==> config.mk <==
export PLATFORM = sky130hd
export DESIGN_NAME = regfile_writeback_flat
export DESIGN_NICKNAME = d
export VERILOG_FILES = /design/src/rtl/rv_wb_pkg.sv /design/src/rtl/regfile_writeback_if.sv /design/src/rtl/wb_fifo.sv /design/src/rtl/regfile_writeback.sv /design/src/flat_wrapper.sv
export SDC_FILE = /design/constraint.sdc
export NUM_CORES = 1
export LEC_CHECK = 0
export CAP_MARGIN = 10
export CORE_ASPECT_RATIO = 2
export CORE_MARGIN = 2
export CORE_UTILIZATION = 55
export DETAILED_ROUTE_END_ITERATION = 10
export GPL_TIMING_DRIVEN = 0
export PLACE_DENSITY = 0.85
export SLEW_MARGIN = 20
export SYNTH_ARGS = -nofsm -noshare
export SYNTH_HDL_FRONTEND = slang
export SYNTH_SLANG_ARGS = --single-unit
==> constraint.sdc <==
create_clock -name clock -period 7 [get_ports clock]
set_clock_uncertainty 0.1 [all_clocks]
set_input_delay 1.4 -clock clock [delete_from_list [all_inputs] [get_ports clock]]
set_output_delay 1.4 -clock clock [all_outputs]
set_load 0.005 [all_outputs]
==> src/rtl/rv_wb_pkg.sv <==
// Shared types and constants for the register-file write-back path.
package rv_wb_pkg;

  localparam int unsigned XLEN       = 32;
  localparam int unsigned REG_ADDR_W = 5;

  // One pending register-file write.
  typedef struct packed {
    logic [REG_ADDR_W-1:0] rd;
    logic [XLEN-1:0]       data;
  } wb_entry_t;

  // Producer identity, used as the round-robin last-grant state.
  typedef enum logic {
    WB_SRC_ALU = 1'b0,
    WB_SRC_MEM = 1'b1
  } wb_src_e;

endpackage

==> src/rtl/regfile_writeback_if.sv <==
// Bundle of producer handshakes, register-file write port and forwarding lookup.
// The write-back block sits on the slave side; its environment drives the master side.
interface regfile_writeback_if #(
  parameter int unsigned DEPTH = 4
);
  import rv_wb_pkg::*;

  localparam int unsigned CntW = $clog2(DEPTH + 1);

  // ALU producer
  logic                  alu_valid;
  logic                  alu_ready;
  logic [REG_ADDR_W-1:0] alu_rd;
  logic [XLEN-1:0]       alu_data;
  // Load producer
  logic                  mem_valid;
  logic                  mem_ready;
  logic [REG_ADDR_W-1:0] mem_rd;
  logic [XLEN-1:0]       mem_data;
  // Register-file write port
  logic                  rf_stall;
  logic                  write_enable;
  logic [REG_ADDR_W-1:0] addr_rd;
  logic [XLEN-1:0]       data_rd;
  // Forwarding lookup and status
  logic [REG_ADDR_W-1:0] fwd_addr;
  logic                  fwd_hit;
  logic [XLEN-1:0]       fwd_data;
  logic [CntW-1:0]       pending_count;

  modport master (
    output alu_valid, alu_rd, alu_data,
    output mem_valid, mem_rd, mem_data,
    output rf_stall, fwd_addr,
    input  alu_ready, mem_ready,
    input  write_enable, addr_rd, data_rd,
    input  fwd_hit, fwd_data, pending_count
  );

  modport slave (
    input  alu_valid, alu_rd, alu_data,
    input  mem_valid, mem_rd, mem_data,
    input  rf_stall, fwd_addr,
    output alu_ready, mem_ready,
    output write_enable, addr_rd, data_rd,
    output fwd_hit, fwd_data, pending_count
  );

endinterface

==> src/rtl/wb_fifo.sv <==
// Synchronous FIFO of pending write-back entries. All storage plus the head/tail
// pointers are exposed so the owner can search pending writes. Occupancy is tracked
// by an explicit count; the pointers simply wrap.
module wb_fifo
  import rv_wb_pkg::*;
#(
  parameter int unsigned DEPTH = 4
) (
  input  logic                         clk_i,
  input  logic                         rst_ni,
  input  logic                         push_i,
  input  wb_entry_t                    push_entry_i,
  input  logic                         pop_i,
  output wb_entry_t                    head_entry_o,
  output wb_entry_t                    entries_o [DEPTH],
  output logic [$clog2(DEPTH)-1:0]     head_ptr_o,
  output logic [$clog2(DEPTH)-1:0]     tail_ptr_o,
  output logic [$clog2(DEPTH+1)-1:0]   count_o
);

  localparam int unsigned PtrW = $clog2(DEPTH);
  localparam int unsigned CntW = $clog2(DEPTH + 1);

  wb_entry_t       mem_q [DEPTH];
  logic [PtrW-1:0] head_q, head_d;
  logic [PtrW-1:0] tail_q, tail_d;
  logic [CntW-1:0] count_q, count_d;
  logic            full, do_push, do_pop;

  assign full    = (count_q == CntW'(DEPTH));
  assign do_pop  = pop_i && (count_q != '0);
  // A push into a full FIFO is only safe when an entry leaves on the same edge.
  assign do_push = push_i && (!full || do_pop);

  // Next-state for pointers and occupancy.
  always_comb begin
    head_d  = head_q;
    tail_d  = tail_q;
    count_d = count_q;
    if (do_pop) begin
      head_d = head_q + PtrW'(1);
    end
    if (do_push) begin
      tail_d = tail_q + PtrW'(1);
    end
    unique case ({do_push, do_pop})
      2'b10:   count_d = count_q + CntW'(1);
      2'b01:   count_d = count_q - CntW'(1);
      default: count_d = count_q;
    endcase
  end

  // Pointer and count registers, cleared asynchronously.
  always_ff @(posedge clk_i or negedge rst_ni) begin
    if (!rst_ni) begin
      head_q  <= '0;
      tail_q  <= '0;
      count_q <= '0;
    end else begin
      head_q  <= head_d;
      tail_q  <= tail_d;
      count_q <= count_d;
    end
  end

  // Entry storage; contents are meaningless outside the occupied window.
  always_ff @(posedge clk_i) begin
    if (do_push) begin
      mem_q[tail_q] <= push_entry_i;
    end
  end

  assign head_entry_o = mem_q[head_q];
  assign entries_o    = mem_q;
  assign head_ptr_o   = head_q;
  assign tail_ptr_o   = tail_q;
  assign count_o      = count_q;

endmodule

==> src/rtl/regfile_writeback.sv <==
// Write-side driver for the register file. Round-robin arbitrates ALU and load results,
// queues them in wb_fifo and issues at most one registered write per cycle.
// Writes to x0 complete the handshake but are dropped.
// Optional: define REGFILE_WB_FWD_EN to enable the forwarding search over pending
// writes; without it fwd_hit/fwd_data are tied low.
module regfile_writeback
  import rv_wb_pkg::*;
#(
  parameter int unsigned DEPTH = 4
) (
  input  logic                clock,
  input  logic                reset,
  regfile_writeback_if.slave  wb
);

  localparam int unsigned PtrW = $clog2(DEPTH);
  localparam int unsigned CntW = $clog2(DEPTH + 1);

  wb_src_e               last_grant_q, last_grant_d;
  logic                  grant_alu, grant_mem;
  logic                  alu_ready, mem_ready;
  logic                  alu_acc, mem_acc;
  logic                  full, push, pop;
  wb_entry_t             push_entry, head_entry;
  wb_entry_t             fifo_mem [DEPTH];
  logic [PtrW-1:0]       head_ptr, tail_ptr;
  logic [CntW-1:0]       count;

  logic                  we_q, we_d;
  logic [REG_ADDR_W-1:0] addr_q, addr_d;
  logic [XLEN-1:0]       data_q, data_d;

  logic                  fwd_hit;
  logic [XLEN-1:0]       fwd_data;

  // Grant: on contention the producer not served last time wins.
  always_comb begin
    grant_alu = 1'b0;
    grant_mem = 1'b0;
    if (wb.alu_valid && wb.mem_valid) begin
      if (last_grant_q == WB_SRC_ALU) begin
        grant_mem = 1'b1;
      end else begin
        grant_alu = 1'b1;
      end
    end else begin
      grant_alu = wb.alu_valid;
      grant_mem = wb.mem_valid;
    end
  end

  // Ready comes from the registered count only, so a pop in flight never frees a slot early.
  assign full      = (count == CntW'(DEPTH));
  assign alu_ready = !full && grant_alu;
  assign mem_ready = !full && grant_mem;
  assign alu_acc   = wb.alu_valid && alu_ready;
  assign mem_acc   = wb.mem_valid && mem_ready;

  // Select the accepted producer's result; x0 destinations are not queued.
  always_comb begin
    push_entry = '{rd: wb.alu_rd, data: wb.alu_data};
    if (grant_mem) begin
      push_entry = '{rd: wb.mem_rd, data: wb.mem_data};
    end
    push = (alu_acc && (wb.alu_rd != '0)) || (mem_acc && (wb.mem_rd != '0));
  end

  // Last-grant pointer moves only on a completed handshake.
  always_comb begin
    last_grant_d = last_grant_q;
    if (alu_acc) begin
      last_grant_d = WB_SRC_ALU;
    end else if (mem_acc) begin
      last_grant_d = WB_SRC_MEM;
    end
  end

  // Reset to "MEM served last" so the ALU is favoured first.
  always_ff @(posedge clock or negedge reset) begin
    if (!reset) begin
      last_grant_q <= WB_SRC_MEM;
    end else begin
      last_grant_q <= last_grant_d;
    end
  end

  assign pop = (count != '0) && !wb.rf_stall;

  wb_fifo #(
    .DEPTH (DEPTH)
  ) u_fifo (
    .clk_i        (clock),
    .rst_ni       (reset),
    .push_i       (push),
    .push_entry_i (push_entry),
    .pop_i        (pop),
    .head_entry_o (head_entry),
    .entries_o    (fifo_mem),
    .head_ptr_o   (head_ptr),
    .tail_ptr_o   (tail_ptr),
    .count_o      (count)
  );

  // Output register next-state: load the head on a pop, otherwise hold address/data.
  always_comb begin
    we_d   = pop;
    addr_d = addr_q;
    data_d = data_q;
    if (pop) begin
      addr_d = head_entry.rd;
      data_d = head_entry.data;
    end
  end

  // Register-file write port registers.
  always_ff @(posedge clock or negedge reset) begin
    if (!reset) begin
      we_q   <= 1'b0;
      addr_q <= '0;
      data_q <= '0;
    end else begin
      we_q   <= we_d;
      addr_q <= addr_d;
      data_q <= data_d;
    end
  end

`ifdef REGFILE_WB_FWD_EN
  logic [PtrW-1:0] fwd_idx;

  // Youngest match wins: output register is oldest, then FIFO from head to tail.
  always_comb begin
    fwd_hit  = 1'b0;
    fwd_data = '0;
    fwd_idx  = '0;
    if (wb.fwd_addr != '0) begin
      if (we_q && (addr_q == wb.fwd_addr)) begin
        fwd_hit  = 1'b1;
        fwd_data = data_q;
      end
      for (int unsigned i = 0; i < DEPTH; i++) begin
        fwd_idx = head_ptr + PtrW'(i);
        if ((CntW'(i) < count) && (fifo_mem[fwd_idx].rd == wb.fwd_addr)) begin
          fwd_hit  = 1'b1;
          fwd_data = fifo_mem[fwd_idx].data;
        end
      end
    end
  end
`else
  logic unused_fwd;

  assign fwd_hit  = 1'b0;
  assign fwd_data = '0;

  // Search inputs have no consumer in this build.
  always_comb begin
    unused_fwd = (^wb.fwd_addr) ^ (^head_ptr);
    for (int unsigned i = 0; i < DEPTH; i++) begin
      unused_fwd = unused_fwd ^ (^fifo_mem[i]);
    end
  end
`endif

  logic unused_tail;
  assign unused_tail = ^tail_ptr;

  assign wb.alu_ready     = alu_ready;
  assign wb.mem_ready     = mem_ready;
  assign wb.write_enable  = we_q;
  assign wb.addr_rd       = addr_q;
  assign wb.data_rd       = data_q;
  assign wb.fwd_hit       = fwd_hit;
  assign wb.fwd_data      = fwd_data;
  assign wb.pending_count = count;

endmodule

==> src/flat_wrapper.sv <==
// flat-port wrapper written by rule: the top's interface ports become plain ports
module regfile_writeback_flat import rv_wb_pkg::*;
#(
  parameter int unsigned DEPTH = 4
)
  (clock, reset, wb_alu_valid, wb_alu_rd, wb_alu_data, wb_mem_valid, wb_mem_rd, wb_mem_data, wb_rf_stall, wb_fwd_addr, wb_alu_ready, wb_mem_ready, wb_write_enable, wb_addr_rd, wb_data_rd, wb_fwd_hit, wb_fwd_data, wb_pending_count);
  regfile_writeback_if #(.DEPTH(DEPTH)) wb_i ();
  input  logic clock;
  input  logic reset;
  input wire logic [$bits(wb_i.alu_valid)-1:0] wb_alu_valid;
  input wire logic [$bits(wb_i.alu_rd)-1:0] wb_alu_rd;
  input wire logic [$bits(wb_i.alu_data)-1:0] wb_alu_data;
  input wire logic [$bits(wb_i.mem_valid)-1:0] wb_mem_valid;
  input wire logic [$bits(wb_i.mem_rd)-1:0] wb_mem_rd;
  input wire logic [$bits(wb_i.mem_data)-1:0] wb_mem_data;
  input wire logic [$bits(wb_i.rf_stall)-1:0] wb_rf_stall;
  input wire logic [$bits(wb_i.fwd_addr)-1:0] wb_fwd_addr;
  output wire logic [$bits(wb_i.alu_ready)-1:0] wb_alu_ready;
  output wire logic [$bits(wb_i.mem_ready)-1:0] wb_mem_ready;
  output wire logic [$bits(wb_i.write_enable)-1:0] wb_write_enable;
  output wire logic [$bits(wb_i.addr_rd)-1:0] wb_addr_rd;
  output wire logic [$bits(wb_i.data_rd)-1:0] wb_data_rd;
  output wire logic [$bits(wb_i.fwd_hit)-1:0] wb_fwd_hit;
  output wire logic [$bits(wb_i.fwd_data)-1:0] wb_fwd_data;
  output wire logic [$bits(wb_i.pending_count)-1:0] wb_pending_count;
  assign wb_i.alu_valid = wb_alu_valid;
  assign wb_i.alu_rd = wb_alu_rd;
  assign wb_i.alu_data = wb_alu_data;
  assign wb_i.mem_valid = wb_mem_valid;
  assign wb_i.mem_rd = wb_mem_rd;
  assign wb_i.mem_data = wb_mem_data;
  assign wb_i.rf_stall = wb_rf_stall;
  assign wb_i.fwd_addr = wb_fwd_addr;
  assign wb_alu_ready = wb_i.alu_ready;
  assign wb_mem_ready = wb_i.mem_ready;
  assign wb_write_enable = wb_i.write_enable;
  assign wb_addr_rd = wb_i.addr_rd;
  assign wb_data_rd = wb_i.data_rd;
  assign wb_fwd_hit = wb_i.fwd_hit;
  assign wb_fwd_data = wb_i.fwd_data;
  assign wb_pending_count = wb_i.pending_count;
  regfile_writeback #(.DEPTH(DEPTH)) u_core (.clock(clock), .reset(reset), .wb(wb_i));
endmodule
Word level (Yosys, flattened, before mapping)
Cells that the tools add are included.
{"block": "classes", "reduce_logical": 20, "eq_ne": 3, "n_bitwise": 2, "mux": 14, "order_cmp": 3, "n_addsub": 4}
{"operator": "bitwise mux 148 bit", "n": 1}
{"operator": "two-way mux 37 bit", "n": 4}
{"operator": "binary-select mux 37 bit (select 2 bit)", "n": 1}
{"operator": "demux 37 bit (select 2 bit)", "n": 1}
{"operator": "logical AND 1 bit", "n": 11}
{"operator": "nonzero test 5 bit", "n": 2}
{"operator": "greater-or-equal comparator 3 bit, second input constant", "n": 2}
{"operator": "two-way mux 1 bit", "n": 6}
{"operator": "inverter 2 -> 3 bit", "n": 2}
{"operator": "one-hot mux 3 bit (2 select lines)", "n": 1}
{"operator": "adder 2 x 1 -> 2 bit, second input constant", "n": 2}
{"operator": "nonzero test 2 bit", "n": 2}
{"operator": "adder 3 x 1 -> 3 bit, second input constant", "n": 1}
{"operator": "equality test 3 bit, second input constant", "n": 1}
{"operator": "less-than comparator 3 x 1 -> 1 bit, second input constant", "n": 1}
{"operator": "nonzero test 3 bit", "n": 1}
{"operator": "subtractor 3 x 1 -> 3 bit, second input constant", "n": 1}
{"operator": "equality test 2 x 1 -> 1 bit, second input constant", "n": 1}
{"operator": "equality test 2 bit, second input constant", "n": 1}
{"operator": "zero test 1 bit", "n": 2}
{"operator": "logical OR 1 bit", "n": 2}
{"block": "word_totals", "regBits": 194, "wordCells": 61, "out_inout_bits": 76, "inputBits": 84}

Logic depth before layout (Yosys ltp)
Gate-level depths: netlist of run 1.
{"block": "depth", "depth_word": 9, "ltp_mapped": 10, "mapped_depth_nobuf": 10}

Hierarchy
Synthesis of run 1 repeated with hierarchy kept, for this count alone.
{"block": "unflattened", "hier_cells": 398, "hier_area_um2": 8042.7}
{"module": "wb_fifo", "cells_per_inst": 229, "seq_area_each_um2": 4619.4, "area_each_um2": 5748.0, "instances": 1}
{"module": "regfile_writeback", "cells_per_inst": 169, "seq_area_each_um2": 977.2, "area_each_um2": 2294.7, "instances": 1}

Worst setup path before layout of run 1
OpenSTA, ideal clock, no wires.
{"block": "synth_path", "kind": "input to output", "from": "in wb_mem_valid", "to": "out wb_mem_ready", "required_ns": 5.500, "arrival_ns": 2.094, "path_buffers": 1, "stages": 3, "setup_slack_ns": 3.406, "path_cell_list": "a21boi_0 > buf_2 > and2_1"}
{"block": "synth_between", "elab_chain_len": 3}
{"element": "start: declaration", "line": "flat_wrapper.sv:13", "source": "input wire logic [$bits(wb_i.mem_valid)-1:0] wb_mem_valid;"}
{"element": "logical AND 1 bit", "line": "regfile_writeback.sv:40", "source": "if (wb.alu_valid && wb.mem_valid) begin"}
{"element": "two-way mux 1 bit (*)", "line": "regfile_writeback.sv:40"}
{"element": "logical AND 1 bit (*)", "line": "regfile_writeback.sv:55", "source": "assign mem_ready = !full && grant_mem;"}
{"element": "end: declaration", "line": "flat_wrapper.sv:19", "source": "output wire logic [$bits(wb_i.mem_ready)-1:0] wb_mem_ready;"}
Mark *: on every way between the ends. The rest lies on a longest branch, timed or not.

Worst setup path in the final report of run 1
Ends and elaborated chain as after synthesis.

==> flow_summary_export.csv, run 1 <==
group,metric,value,unit
cells_and_area,diodes,0,
yosys,synth-simple-area-share,1.26,%
yosys,synth.avg_cell_area,20.1,sq um
die,dieHeight,174,um
clock_network,root_buffer,"clkbuf_16",
die,core_area,0.0142,sq mm
setup_path,r2r_start,"u_core.u_fifo.count_o[0]",
setup_path,reg2reg_to,"u_core.u_fifo.count_o[2]",
setup_path,path_common_cell,"clkdlybuf4s50_1",
setup_path,cp-end-kind,"primary output",
clock_network,htree_levels,4,
yosys,ys_seq_elements,194,
routing,drc_errors,0,
yosys,synthTopCellsByCount,"148 x edfxtp_1, 74 x mux2_2, 45 x dfrtp_1",
setup_path,crit_path_start_kind,"primary input",
sta,max_freq,0.209,GHz
die,die-width,88.9,um
clock_network,cts.repair.resized,0,
routing,viasPerCell,5.18,
setup_path,critical_path_class,"in -> out",
die,ios,160,
min_path,whs_path_depth,1,
setup_path,crit_path_top_delay_cell,"clkdlybuf4s50_1",
setup_path,r2r_slack,4400,ps
yosys,synth.distinct_cells,31,
routing,wl_per_cell,18.9,um
die,num_rows,62,
clock_network,cts_sinks,194,
sta,fin_crit,4790,ps
sta,setup_violations,0,
job,cap_violations,0,
sta,fin_hold_ws,406,ps
clock_network,cts_tree,"yes",
yosys,synth_top_area_share,56.0,%
cells_and_area,finalNonFillerCells,772,
yosys,syn_area,0.00793,sq mm
yosys,synth_top_family_by_area,"multiplexers",
placed_design,place.gp.congestion,0.670,
cells_and_area,fill_cells,886,
grt,grt_pass1_wl,22700,um
sta,hold_viol,0,
clock_network,cts_made_buffers,17,
yosys,synth_top_area_cell,"edfxtp_1",
die,die_area,0.0155,sq mm
pwr,vdd_drop_max,0.222,mV
placed_design,placed_area,0.00950,sq mm
yosys,synth-main-ff-cell,"edfxtp_1",
placed_design,portBuffers,121,
min_path,worstHoldEndpoint,"u_core.wb.data_rd[6]",
cells_and_area,area_growth,26.7,%
yosys,netlist_instances,395,
routing,ant_nets,0,
yosys,synth-xor-area-share,0.662,%
setup_path,reg2regPathDepth,10,
cells_and_area,final_util,70.8,%
placed_design,hpwl,9130,um
run_status,status,"completed",
yosys,synthMuxAreaShare,21.3,%
grt,grt_overflow_total,0,
setup_path,path_cells,"clkdlybuf4s50_1, a21boi_0, buf_2, and2_1, clkdlybuf4s50_1",
yosys,seq_area_frac_synth,70.6,%
clock_network,cts_setup_buffers,0,
sta,worst_pin_slew,1030,ps
clock_network,cts_hold_buf,0,
yosys,synth_warnings,0,
sta,fin_crit_sh,68.4,%
setup_path,crit_required,5500,ps
cells_and_area,design_area,0.0101,sq mm
setup_path,cp.arrival,3290,ps
cells_and_area,drive_gt1_share,34.5,%
min_path,hold_class,"reg -> reg",
placed_design,dp_cells,740,
sta,drv_slew,0,
sta,rsz0062_at_grt,"false",
pwr,p_per_area,398,mW/mm^2
yosys,synth_adder_area_share,1.04,%
routing,detail_route.wirelength,14600,um
grt,grt_pass1_vias,4287,
grt,antenna_found_initial,0,
pwr,p_leak,3.69,nW
routing,first_pass_iters,4,
clock_network,clock_path_buffers,2,
clock_network,clkLatencyLatePin,420,ps
setup_path,slowest_delay,510,ps
yosys,ys_async_sr_fraction,23.7,%
die,start_util,55.9,%
cells_and_area,layout.nets,657,
yosys,synth_compound_area_share,0.457,%
yosys,synth.most_common_cell,"edfxtp_1",
grt,track_usage,20.3,%
yosys,synth_edf_count,148,
grt,grt_max_degree,47,
sta,timing.slew.headroom,31.4,%
sta,tns,0,ps
clock_network,clk_pin_slew_worst_paths,70,ps
yosys,synth_area_leaders,"edfxtp_1 56%, dfrtp_1 14%, mux2_2 11%",
routing,vias,4002,
min_path,hold_path_startpoint,"u_core.wb.data_rd[6]",
routing,drtIter0Drc,175,
setup_path,crit_fanout,10,
[layout by cell type, fill, tap and decap left out, types with 2 or more instances in the layout]
| master | netlist | layout |
|---|---|---|
| edfxtp_1 | 148 | 148 |
| clkdlybuf4s50_1 | 0 | 120 |
| mux2_2 | 74 | 74 |
| dfrtp_1 | 45 | 45 |
| mux4_2 | 37 | 37 |
| buf_4 | 35 | 36 |
| conb_1 | 1 | 33 |
| clkbuf_16 | 0 | 17 |
| buf_2 | 10 | 10 |
| inv_1 | 7 | 7 |
| ha_1 | 5 | 5 |
| clkinv_4 | 0 | 5 |
| and2_2 | 4 | 4 |
| inv_6 | 0 | 4 |
| nor2_1 | 3 | 3 |
| xnor2_1 | 3 | 3 |
| clkbuf_1 | 2 | 3 |
| xor2_1 | 3 | 3 |
| inv_8 | 0 | 3 |
| buf_6 | 2 | 2 |
[worst max-delay path by stage]
stage,startpoint,slack (ps),cells past startpoint,end
2_1_floorplan,wb_mem_valid,3410,3,wb_mem_ready
6_report,wb_mem_valid,2210,5,wb_mem_ready
3_3_place_gp,wb_mem_valid,2230,5,wb_mem_ready
5_1_grt,wb_mem_valid,2110,5,wb_mem_ready
3_5_place_dp,wb_mem_valid,2210,5,wb_mem_ready
4_1_cts,wb_mem_valid,2200,5,wb_mem_ready
[sequential cells by signal (all words and copies together), names as in the netlist]
signal	cells
u_core.last_grant_q	1
u_core.u_fifo.count_o	3
u_core.u_fifo.entries_o	148
u_core.u_fifo.head_ptr_o	2
u_core.u_fifo.tail_ptr_o	2
u_core.wb.addr_rd	5
u_core.wb.data_rd	32
u_core.wb.write_enable	1
[metal layers]
layer  global-route usage, %  routed length, um  up-vias
met3                    6.29                908       22
met1                    25.2               5610     2012
met2                    33.2               7760      155
met5                       0                  0        -
li1                        -                  -     1813
met4                    7.20                311        0
[report_power, final]
group          switching (mW)  leakage (nW)  internal [mW]
registers               0.134          1.90           1.68
logic                   0.555          1.51          0.733
clock network           0.430         0.273          0.467
total                    1.12          3.69           2.88
[worst max-delay path: cells and delay by family]
kind	cells	cell delay, ps
compound gates	1	310
buf+inv	3	1360
simple gates	1	210
[area by class of cell]
cell class	instances	area, sq um	share of cell area (%)
tap	192	240	2.39
timing repair buffer	121	1210	12.0
sequential	194	5600	55.7
multi-input combinational	177	2090	20.8
buffer	49	343	3.41
clock buffer	18	429	4.27
inverter	7	26.3	0.261
clock inverter	14	121	1.21
[through the flow]
stage | worst slack (ps) | power [mW]
3_5_place_dp | 2210 | 3.14
3_3_place_gp | 2230 | 3.07
5_1_grt | 2110 | 4.21
2_1_floorplan | 3410 | 2.59
6_report | 2210 | 4.00
4_1_cts | 2200 | 4.05
[cell families (layout without fill, tap and decap cells)]
kind of cell / after synthesis / count (layout)
adders and majority gates: 6 / 6
and+or+nand+nor: 15 / 15
muxes: 113 / 113
DFF: 194 / 194
buffers and inverters: 56 / 209
other: 1 / 33
AOI/OAI and AO/OA: 4 / 4
xor gates and xnor gates: 6 / 6
Power figures use the tool's default switching activity.
==> run 2: changes to the inputs <==
--- a/config.mk
+++ b/config.mk
@@ -8,10 +8,10 @@
 export CAP_MARGIN = 10
 export CORE_ASPECT_RATIO = 2
 export CORE_MARGIN = 2
-export CORE_UTILIZATION = 55
+export CORE_UTILIZATION = 51
 export DETAILED_ROUTE_END_ITERATION = 10
 export GPL_TIMING_DRIVEN = 0
-export PLACE_DENSITY = 0.85
+export PLACE_DENSITY = 0.79
 export SLEW_MARGIN = 20
 export SYNTH_ARGS = -nofsm -noshare
 export SYNTH_HDL_FRONTEND = slang
==> constraint.sdc (replaced) <==
create_clock -name clock -period 4.8 [get_ports clock]
set_clock_uncertainty 0.1 [all_clocks]
set_input_delay 0.96 -clock clock [delete_from_list [all_inputs] [get_ports clock]]
set_output_delay 0.96 -clock clock [all_outputs]
set_load 0.005 [all_outputs]
==> run 2 against run 1 <==
Against the previous run: critical path depth did not move; critical endpoint unchanged; combinational power grew 47%; global-route usage decreased by 1.0 points; largest power group unchanged.
==> flow_summary_export.csv, run 2 (synthesized netlist as in run 1, its figures left out) <==
group,metric,value,unit
clock_network,clkLatencyLatePin,430,ps
setup_path,cp.arrival,2870,ps
clock_network,root_buffer,"clkbuf_16",
grt,grt_overflow_total,0,
die,die-width,92.2,um
routing,viasPerCell,5.19,
sta,fin_crit_sh,81.9,%
routing,ant_nets,0,
clock_network,cts_made_buffers,17,
routing,first_pass_iters,4,
setup_path,cp-end-kind,"primary output",
cells_and_area,mostFrequentLayoutCell,"edfxtp_1",
setup_path,endpoint,"wb_mem_ready",
sta,rsz0062_at_grt,"false",
sta,tns,0,ps
setup_path,critical_path_class,"in -> out",
placed_design,hpwl,9940,um
setup_path,crit_required,3740,ps
cells_and_area,final_util,66.2,%
job,cap_violations,0,
setup_path,crit_fanout,10,
setup_path,reg2reg_to,"u_core.u_fifo.entries_o[51]",
cells_and_area,final_cell_mix,"148 x edfxtp_1, 120 x clkdlybuf4s50_1, 74 x mux2_2, 45 x dfrtp_1, 37 x mux4_2",
die,ios,160,
sta,fin_crit,3930,ps
cells_and_area,diodes,0,
routing,detail_route.wirelength,15000,um
clock_network,cts_setup_buffers,0,
grt,track_usage,19.3,%
sta,drv_slew,0,
pwr,p_leak,3.71,nW
cells_and_area,drive_gt1_share,34.8,%
setup_path,crit_start,"wb_mem_valid",
clock_network,cts_sinks,194,
clock_network,cts.repair.resized,0,
die,start_util,51.9,%
routing,drtIter0Drc,153,
cells_and_area,area_growth,27.6,%
die,dieHeight,180,um
pwr,vdd_drop_max,0.378,mV
setup_path,reg2regPathDepth,4,
clock_network,clock_path_buffers,2,
setup_path,r2r_start,"u_core.last_grant_q",
grt,grt_pass1_wl,23700,um
die,core_area,0.0153,sq mm
placed_design,place.gp.congestion,0.757,
sta,hold_viol,0,
setup_path,r2r_slack,2270,ps
sta,timing.slew.headroom,28.8,%
die,num_rows,64,
pwr,p_per_area,588,mW/mm^2
clock_network,cts_hold_buf,0,
sta,max_freq,0.254,GHz
die,die_area,0.0166,sq mm
placed_design,portBuffers,121,
routing,wl_per_cell,19.3,um
run_status,status,"completed",
setup_path,crit_path_start_kind,"primary input",
clock_network,clk_pin_slew_worst_paths,80,ps
min_path,hold_class,"reg -> reg",
cells_and_area,layout.nets,657,
grt,antenna_found_initial,0,
clock_network,cts_tree,"yes",
routing,drc_errors,0,
grt,grt_max_degree,47,
sta,setup_violations,0,
clock_network,htree_levels,4,
grt,grt_pass1_vias,4482,
sta,worst_pin_slew,1070,ps
routing,vias,4041,
cells_and_area,largest_reg_flops,148,
==> run 2: layout make-up <==
cell class              instances  area (sq um)
clock buffers                  17           425
inverters                       7          26.3
well taps                     198           248
multi-input cells             177          2090
clock inverters                15           184
plain buffers                  49           343
fillers                      1035          5180
flip-flops and latches        194          5600
repair buffers                121          1210
==> run 2: routing by layer <==
layer	track usage [%]	up-vias	wire length, um
li1	-	1820	-
met1	20.2	2068	5310
met2	36.2	128	8680
met3	4.81	25	690
met4	7.52	0	355
met5	0	-	0
==> run 2: worst min path at each step <==
stage,cells after the start,startpoint,to
detailed placement,1,u_core.wb.data_rd[10],u_core.wb.data_rd[10]
global route,1,u_core.wb.addr_rd[3],u_core.wb.addr_rd[3]
finish,1,u_core.wb.data_rd[31],u_core.wb.data_rd[31]
global placement,1,u_core.wb.data_rd[2],u_core.wb.data_rd[2]
CTS,1,u_core.wb.data_rd[25],u_core.wb.data_rd[25]
floorplan,1,u_core.u_fifo.count_o[2],u_core.u_fifo.count_o[2]
==> run 2: per-stage QoR <==
step | hold WS, ps | cells | setup slack (ps) | power, mW | cell area (sq um)
6_report | 407 | 778 | 867 | 5.95 | 10100
5_1_grt | 427 | 778 | 754 | 6.26 | 10100
4_1_cts | 411 | 778 | 837 | 6.03 | 10100
3_5_place_dp | 395 | 746 | 843 | 4.60 | 9510
3_3_place_gp | 393 | 746 | 895 | 4.51 | 9510
2_1_floorplan | 397 | 427 | 1860 | 3.78 | 8050
==> run 2: report_power, final <==
| group | internal (mW) | total [mW] | switching (mW) |
|---|---|---|---|
| clock | 0.751 | 1.42 | 0.671 |
| sequential | 2.45 | 2.64 | 0.193 |
| combinational | 1.07 | 1.89 | 0.820 |
==> run 2: critical path: stages <==
cell             delay (ps)
clkdlybuf4s50_1         490
a21boi_0                330
buf_2                   370
and2_1                  220
clkdlybuf4s50_1         500
==> run 3: changes to the inputs <==
==> constraint.sdc (replaced) <==
create_clock -name clock -period 4.1 [get_ports clock]
set_clock_uncertainty 0.1 [all_clocks]
set_input_delay 0.82 -clock clock [delete_from_list [all_inputs] [get_ports clock]]
set_output_delay 0.82 -clock clock [all_outputs]
set_load 0.005 [all_outputs]
==> results of run 3 <==
The final DEF is identical to that of run 2. Status: completed.
Among the figures that moved: setup slack after placement 843 ps -> 423 ps; clock-pin slew on the worst setup and hold paths 80 ps -> 70 ps; setup slack after layout 867 ps -> 447 ps; hold slack 407 ps -> 326 ps; register-to-register setup slack 2270 ps -> 1570 ps; total power 5.95 mW -> 6.97 mW; worst IR drop on VDD 0.378 mV -> 0.443 mV
